`src/rtl/d_reg_pipe_if.sv`:
```
// ============================================================================
// Module      : d_reg_pipe_if
// Description : Bus bundle for d_reg_pipe. Carries the stall/clear controls,
//               the qualified input word, and the q/qb/q_valid/occ outputs.
// Revision    : 1.0 - initial release
// ============================================================================
`default_nettype none

interface d_reg_pipe_if #(
    parameter int WIDTH = 8,
    parameter int DEPTH = 3
);
    localparam int c_OCC_W = $clog2(DEPTH + 1);

    logic               en;
    logic               sync_clr;
    logic               d_valid;
    logic [WIDTH-1:0]   d;
    logic [WIDTH-1:0]   q;
    logic [WIDTH-1:0]   qb;
    logic               q_valid;
    logic [c_OCC_W-1:0] occ;

    // Upstream side: drives controls and data, observes the pipeline output.
    modport master (
        output en, sync_clr, d_valid, d,
        input  q, qb, q_valid, occ
    );

    // Pipeline side.
    modport slave (
        input  en, sync_clr, d_valid, d,
        output q, qb, q_valid, occ
    );
endinterface

`default_nettype wire

```
`src/rtl/d_reg_pipe.sv`:
```
// ============================================================================
// Module      : d_reg_pipe
// Description : WIDTH-bit, DEPTH-stage register pipeline with global stall,
//               per-stage valid tracking, synchronous clear, programmable
//               reset value, complementary outputs and an occupancy count.
//               DEPTH=1 degenerates to a plain WIDTH-bit DFF with enable.
// Revision    : 1.0 - initial release
// ============================================================================
`default_nettype none

module d_reg_pipe #(
    parameter int               WIDTH   = 8,
    parameter int               DEPTH   = 3,
    parameter logic [WIDTH-1:0] RST_VAL = '0
) (
    input  wire logic    clk,
    input  wire logic    async_reset,
    d_reg_pipe_if.slave  bus
);
    localparam int c_OCC_W = $clog2(DEPTH + 1);

    logic [WIDTH-1:0]   r_data [DEPTH];
    logic [DEPTH-1:0]   r_vld;
    logic [c_OCC_W-1:0] r_occ;
    logic [c_OCC_W-1:0] w_occ_next;
    logic [DEPTH-1:0]   w_vld_shift;

    // Valid vector after one shift; a one-stage pipe just takes d_valid.
    if (DEPTH == 1) begin : g_vld_single
        assign w_vld_shift = bus.d_valid;
    end else begin : g_vld_multi
        assign w_vld_shift = {r_vld[DEPTH-2:0], bus.d_valid};
    end

    // Occupancy after an enabled edge: +1 for a valid word entering, -1 for one leaving.
    always_comb begin
        w_occ_next = r_occ;
        if (bus.d_valid && !r_vld[DEPTH-1]) begin
            w_occ_next = r_occ + c_OCC_W'(1);
        end else if (!bus.d_valid && r_vld[DEPTH-1]) begin
            w_occ_next = r_occ - c_OCC_W'(1);
        end
    end

    // Data stages: reset/clear load RST_VAL, enabled edges shift regardless of validity.
    always_ff @(posedge clk or negedge async_reset) begin
        if (!async_reset) begin
            for (int i = 0; i < DEPTH; i++) begin
                r_data[i] <= RST_VAL;
            end
        end else if (bus.sync_clr) begin
            for (int i = 0; i < DEPTH; i++) begin
                r_data[i] <= RST_VAL;
            end
        end else if (bus.en) begin
            r_data[0] <= bus.d;
            for (int i = 1; i < DEPTH; i++) begin
                r_data[i] <= r_data[i-1];
            end
        end
    end

    // Valid bits and occupancy move together so occ always equals popcount(r_vld).
    always_ff @(posedge clk or negedge async_reset) begin
        if (!async_reset) begin
            r_vld <= '0;
            r_occ <= '0;
        end else if (bus.sync_clr) begin
            r_vld <= '0;
            r_occ <= '0;
        end else if (bus.en) begin
            r_vld <= w_vld_shift;
            r_occ <= w_occ_next;
        end
    end

    assign bus.q       = r_data[DEPTH-1];
    assign bus.qb      = ~r_data[DEPTH-1];
    assign bus.q_valid = r_vld[DEPTH-1];
    assign bus.occ     = r_occ;

endmodule

`default_nettype wire

```
`src/flat_wrapper.sv`:
```
// flat-port wrapper written by rule: the top's interface ports become plain ports
module d_reg_pipe_flat 
#(
    parameter int               WIDTH   = 8,
    parameter int               DEPTH   = 3,
    parameter logic [WIDTH-1:0] RST_VAL = '0
)
  (clk, async_reset, bus_en, bus_sync_clr, bus_d_valid, bus_d, bus_q, bus_qb, bus_q_valid, bus_occ);
  d_reg_pipe_if #(.WIDTH(WIDTH), .DEPTH(DEPTH)) bus_i ();
  input  wire logic clk;
  input  wire logic async_reset;
  input wire logic [$bits(bus_i.en)-1:0] bus_en;
  input wire logic [$bits(bus_i.sync_clr)-1:0] bus_sync_clr;
  input wire logic [$bits(bus_i.d_valid)-1:0] bus_d_valid;
  input wire logic [$bits(bus_i.d)-1:0] bus_d;
  output wire logic [$bits(bus_i.q)-1:0] bus_q;
  output wire logic [$bits(bus_i.qb)-1:0] bus_qb;
  output wire logic [$bits(bus_i.q_valid)-1:0] bus_q_valid;
  output wire logic [$bits(bus_i.occ)-1:0] bus_occ;
  assign bus_i.en = bus_en;
  assign bus_i.sync_clr = bus_sync_clr;
  assign bus_i.d_valid = bus_d_valid;
  assign bus_i.d = bus_d;
  assign bus_q = bus_i.q;
  assign bus_qb = bus_i.qb;
  assign bus_q_valid = bus_i.q_valid;
  assign bus_occ = bus_i.occ;
  d_reg_pipe #(.WIDTH(WIDTH), .DEPTH(DEPTH), .RST_VAL(RST_VAL)) u_core (.clk(clk), .async_reset(async_reset), .bus(bus_i));
endmodule
```
`config.mk`:
```
export PLATFORM = sky130hd
export DESIGN_NAME = d_reg_pipe_flat
export DESIGN_NICKNAME = d
export VERILOG_FILES = /design/src/rtl/d_reg_pipe_if.sv /design/src/rtl/d_reg_pipe.sv /design/src/flat_wrapper.sv
export SDC_FILE = /design/constraint.sdc
export NUM_CORES = 1
export LEC_CHECK = 0
export BUFFER_PORTS_ARGS = -buffer_cell sky130_fd_sc_hd__buf_2
export CAP_MARGIN = 20
export CORE_UTILIZATION = 55
export DETAILED_ROUTE_END_ITERATION = 10
export PLACE_DENSITY_LB_ADDON = 0.2
export SYNTH_ARGS = -nofsm -noshare
export SYNTH_HDL_FRONTEND = slang
export SYNTH_SLANG_ARGS = --single-unit
```
`constraint.sdc`:
```
create_clock -name clk -period 2.5 [get_ports clk]
set_input_delay 0 -clock clk [delete_from_list [all_inputs] [get_ports clk]]
set_output_delay 0 -clock clk [all_outputs]
set_load 0.1 [all_outputs]
```
==> out/qor.csv <==
stage,metric,value,unit
logic_synthesis,ys_types,17,
worst_setup_path,worstPathRequired,2500,ps
worst_setup_path,r2r-end,u_core.bus.occ[1],
drt,drtPass1Iterations,4,
logic_synthesis,synthMuxAreaShare,0.212,
sta,finClkSkew,7.09,ps
worst_setup_path,slowest_stage,buf_2,
flow_run,drv_cap,0,
placed_design,gp_congestion,0.711,
floorplan,start_util,0.597,
logic_synthesis,synth_edf_count,0,
finish,diodes,0,
logic_synthesis,synth_compound_area_frac,0.0195,
logic_synthesis,syn_inst,117,
logic_synthesis,synth-xor-area-share,0.00651,
power_and_ir_drop,switching_share,0.281,
sta,hold_violations,0,
logic_synthesis,synth_area_leader_cell,dfrtp_1,
power_and_ir_drop,p_leak,0.831,nW
logic_synthesis,yosys_warnings,0,
sta,drv_slew,0,
logic_synthesis,syn-num-nets,130,
drt,drc,0,
sta,fin_crit_sh,0.485,
logic_synthesis,yosys-top-cells-area,"dfrtp_1 (54%), mux2i_1 (20%), nor2_1 (8.1%)",
logic_synthesis,yosys-top-cells-count,"dfrtp_1 (29), nor2_1 (29), mux2i_1 (27)",
floorplan,fp.dieH,51.5,µm
worst_setup_path,rrSetupSlack,1330,ps
logic_synthesis,syn-cell-area,0.00135,mm²
worst_setup_path,end_kind,output pin,
power_and_ir_drop,switchingPower,0.251,mW
logic_synthesis,synthAdderAreaFrac,0,
worst_hold_path,worst_hold_path.endpoint,u_core.r_data[13],
logic_synthesis,synthSimpleGateAreaFrac,0.101,
power_and_ir_drop,power.share.clock,0.288,
sta,relSlewSlack,0.594,
worst_setup_path,crit_path_cell_trace,buf_2,
worst_setup_path,cpPeakStageDelay,460,ps
clock_tree,clk_latency,320,ps
logic_synthesis,syn-mean-instance-area,11.5,µm²
power_and_ir_drop,pwr-share-seq,0.555,
global_route,grt_pass1_wl,3590,µm
clock_tree,htreeDepth,2,
worst_hold_path,hold_depth,2,
logic_synthesis,synth_top_cell_area_share,0.539,
floorplan,coreArea,0.00225,mm²
finish,fill_cells,190,
logic_synthesis,ys_seq_area_frac,0.539,
placed_design,port_buffers,31,
worst_setup_path,regToRegStartpoint,u_core.r_vld[2],
finish,drive_above_1_share,0.270,
finish,area_growth,15.8,%
clock_tree,clock_path_buffers,2,
logic_synthesis,ys.flop_type,dfrtp_1,
global_route,grt_max_degree,32,
worst_setup_path,critical_path_buf_inv_count,1,
sta,hold_slack,154,ps
clock_tree,postCtsSetupBuffers,0,
sta,worst_slack,1290,ps
drt,drtIter0Drc,8,
global_route,grt_overflow,0,
finish,final_util,0.691,
logic_synthesis,ys_async_sr_fraction,1.00,
clock_tree,root_buffer,clkbuf_4,
power_and_ir_drop,combPwrFrac,0.157,
finish,nets,164,
sta,setup_viol,0,
sta,fmax,0.825,GHz
drt,drtAntennaViolNets,0,
sta,setup-tns-final,0,ps
placed_design,dpl.hpwl,1350,µm
floorplan,row_count,17,
clock_tree,cts_buffers,5,
power_and_ir_drop,power-per-cell-area,574,mW/mm²
finish,fin_area,0.00156,mm²
floorplan,die_x,51.5,µm
floorplan,ios,32,
clock_tree,cts.reportedPaths.clkPinSlew,90,ps
sta,rsz0062_at_grt,no,
clock_tree,clock-sinks,29,
worst_hold_path,hp-start,bus_sync_clr,
worst_setup_path,cpLargestDelayFamily,buffers and inverters,
logic_synthesis,synth_top_family_by_area,multiplexers,
global_route,grt_pass1_vias,822,
worst_hold_path,hold_path_class,input port to register,
worst_setup_path,crit_path_start_kind,register,
floorplan,fp.dieArea,0.00265,mm²
global_route,antenna_found_initial,0,
clock_tree,cts_tree,built,
drt,dr_total_vias,886,
drt,wl_per_cell,12.1,µm
worst_setup_path,path_max_fanout,5,
worst_setup_path,arrival,1210,ps
placed_design,dp_slack,1330,ps
global_route,gr-usage-all-layers,0.199,
drt,finalWirelength,2190,µm
power_and_ir_drop,p_int,0.644,mW
placed_design,post_dp_cell_area,0.00141,mm²
sta,final.min_clock_period,1210,ps
outcome,status,"complete, no violations",
worst_setup_path,reg2reg_depth,3,
logic_synthesis,synth.ff_latch_count,29,
drt,vias_per_cell,4.92,
worst_setup_path,path_class,register to output pin,
power_and_ir_drop,vdd_drop_max,0.000350,V
sta,tightest_slew,610,ps
-- logic make-up (layout without fill, tap and decap cells) --
group                  after synthesis  in the layout
flip-flops                          29             29
XOR/XNOR                             1              1
AND/OR/NAND/NOR                     33             33
buffers and inverters               23             58
AO/OA/AOI/OAI                        3              3
multiplexers                        28             28
-- cells in the final DEF, fill, tap and decap left out, drive strengths merged --
master,netlist,layout
nor2b,1,1
xor2,1,1
inv,8,8
a21oi,1,1
a31o,1,1
nand2,1,1
clkbuf,0,8
mux2,1,1
dlygate4sd3,0,10
nor2,29,29
o31ai,1,1
nand2b,1,1
dfrtp,29,29
buf,15,32
nand4b,1,1
mux2i,27,27
-- cell type report --
cell class | instances | area (µm²) | share of cell area
tap | 28 | 35.0 | 0.0225
clock buffer | 8 | 48.8 | 0.0313
multi-input combinational | 65 | 457 | 0.293
timing repair buffer | 42 | 263 | 0.169
inverter | 8 | 30.0 | 0.0193
sequential | 29 | 726 | 0.465
-- worst max path at each step --
stage | start | to | slack (ps) | depth (start not counted)
2_1_floorplan | u_core.r_vld[2] | u_core.bus.occ[1] | 780 | 3
3_3_place_gp | u_core.r_vld[2] | u_core.bus.occ[1] | 1360 | 3
3_5_place_dp | bus_en | u_core.r_data[16] | 1330 | 4
4_1_cts | u_core.r_vld[2] | bus_q_valid | 1270 | 1
5_1_grt | u_core.r_vld[2] | bus_q_valid | 1220 | 1
6_report | u_core.r_vld[2] | bus_q_valid | 1290 | 1
-- metal layers --
| metal | vias to the layer above | GRT usage | wire, µm |
|---|---|---|---|
| li1 | 436 | - | - |
| met1 | 420 | 0.250 | 1000 |
| met2 | 23 | 0.284 | 1050 |
| met3 | 7 | 0.0923 | 82 |
| met4 | 0 | 0.108 | 51 |
| met5 | - | 0 | 0 |
-- repair_timing --
action,CTS,global route
gates resized for setup,0,0
hold endpoints to repair,38,0
hold buffers,10,0
-- power groups by stage --
stage / Sequential [mW] / Clock [mW] / Combinational (mW)
6_report: 0.497 / 0.258 / 0.140
5_1_grt: 0.499 / 0.294 / 0.152
4_1_cts: 0.497 / 0.273 / 0.141
3_5_place_dp: 0.506 / 0 / 0.130
3_3_place_gp: 0.505 / 0 / 0.127
2_1_floorplan: 0.519 / 0 / 0.0940
-- state kept, by name, summed over array words and instances (netlist names) --
signal and count:
u_core.r_data 16, u_core.bus.occ 2, u_core.bus.q 8, u_core.r_vld 3
-- per-stage QoR --
step,total power [mW],std cells
after detailed placement,0.636,162
after CTS,0.911,180
after global routing,0.945,180
final,0.895,180
after global placement,0.632,162
after floorplan,0.613,117
(Power assumes the default switching activity.)
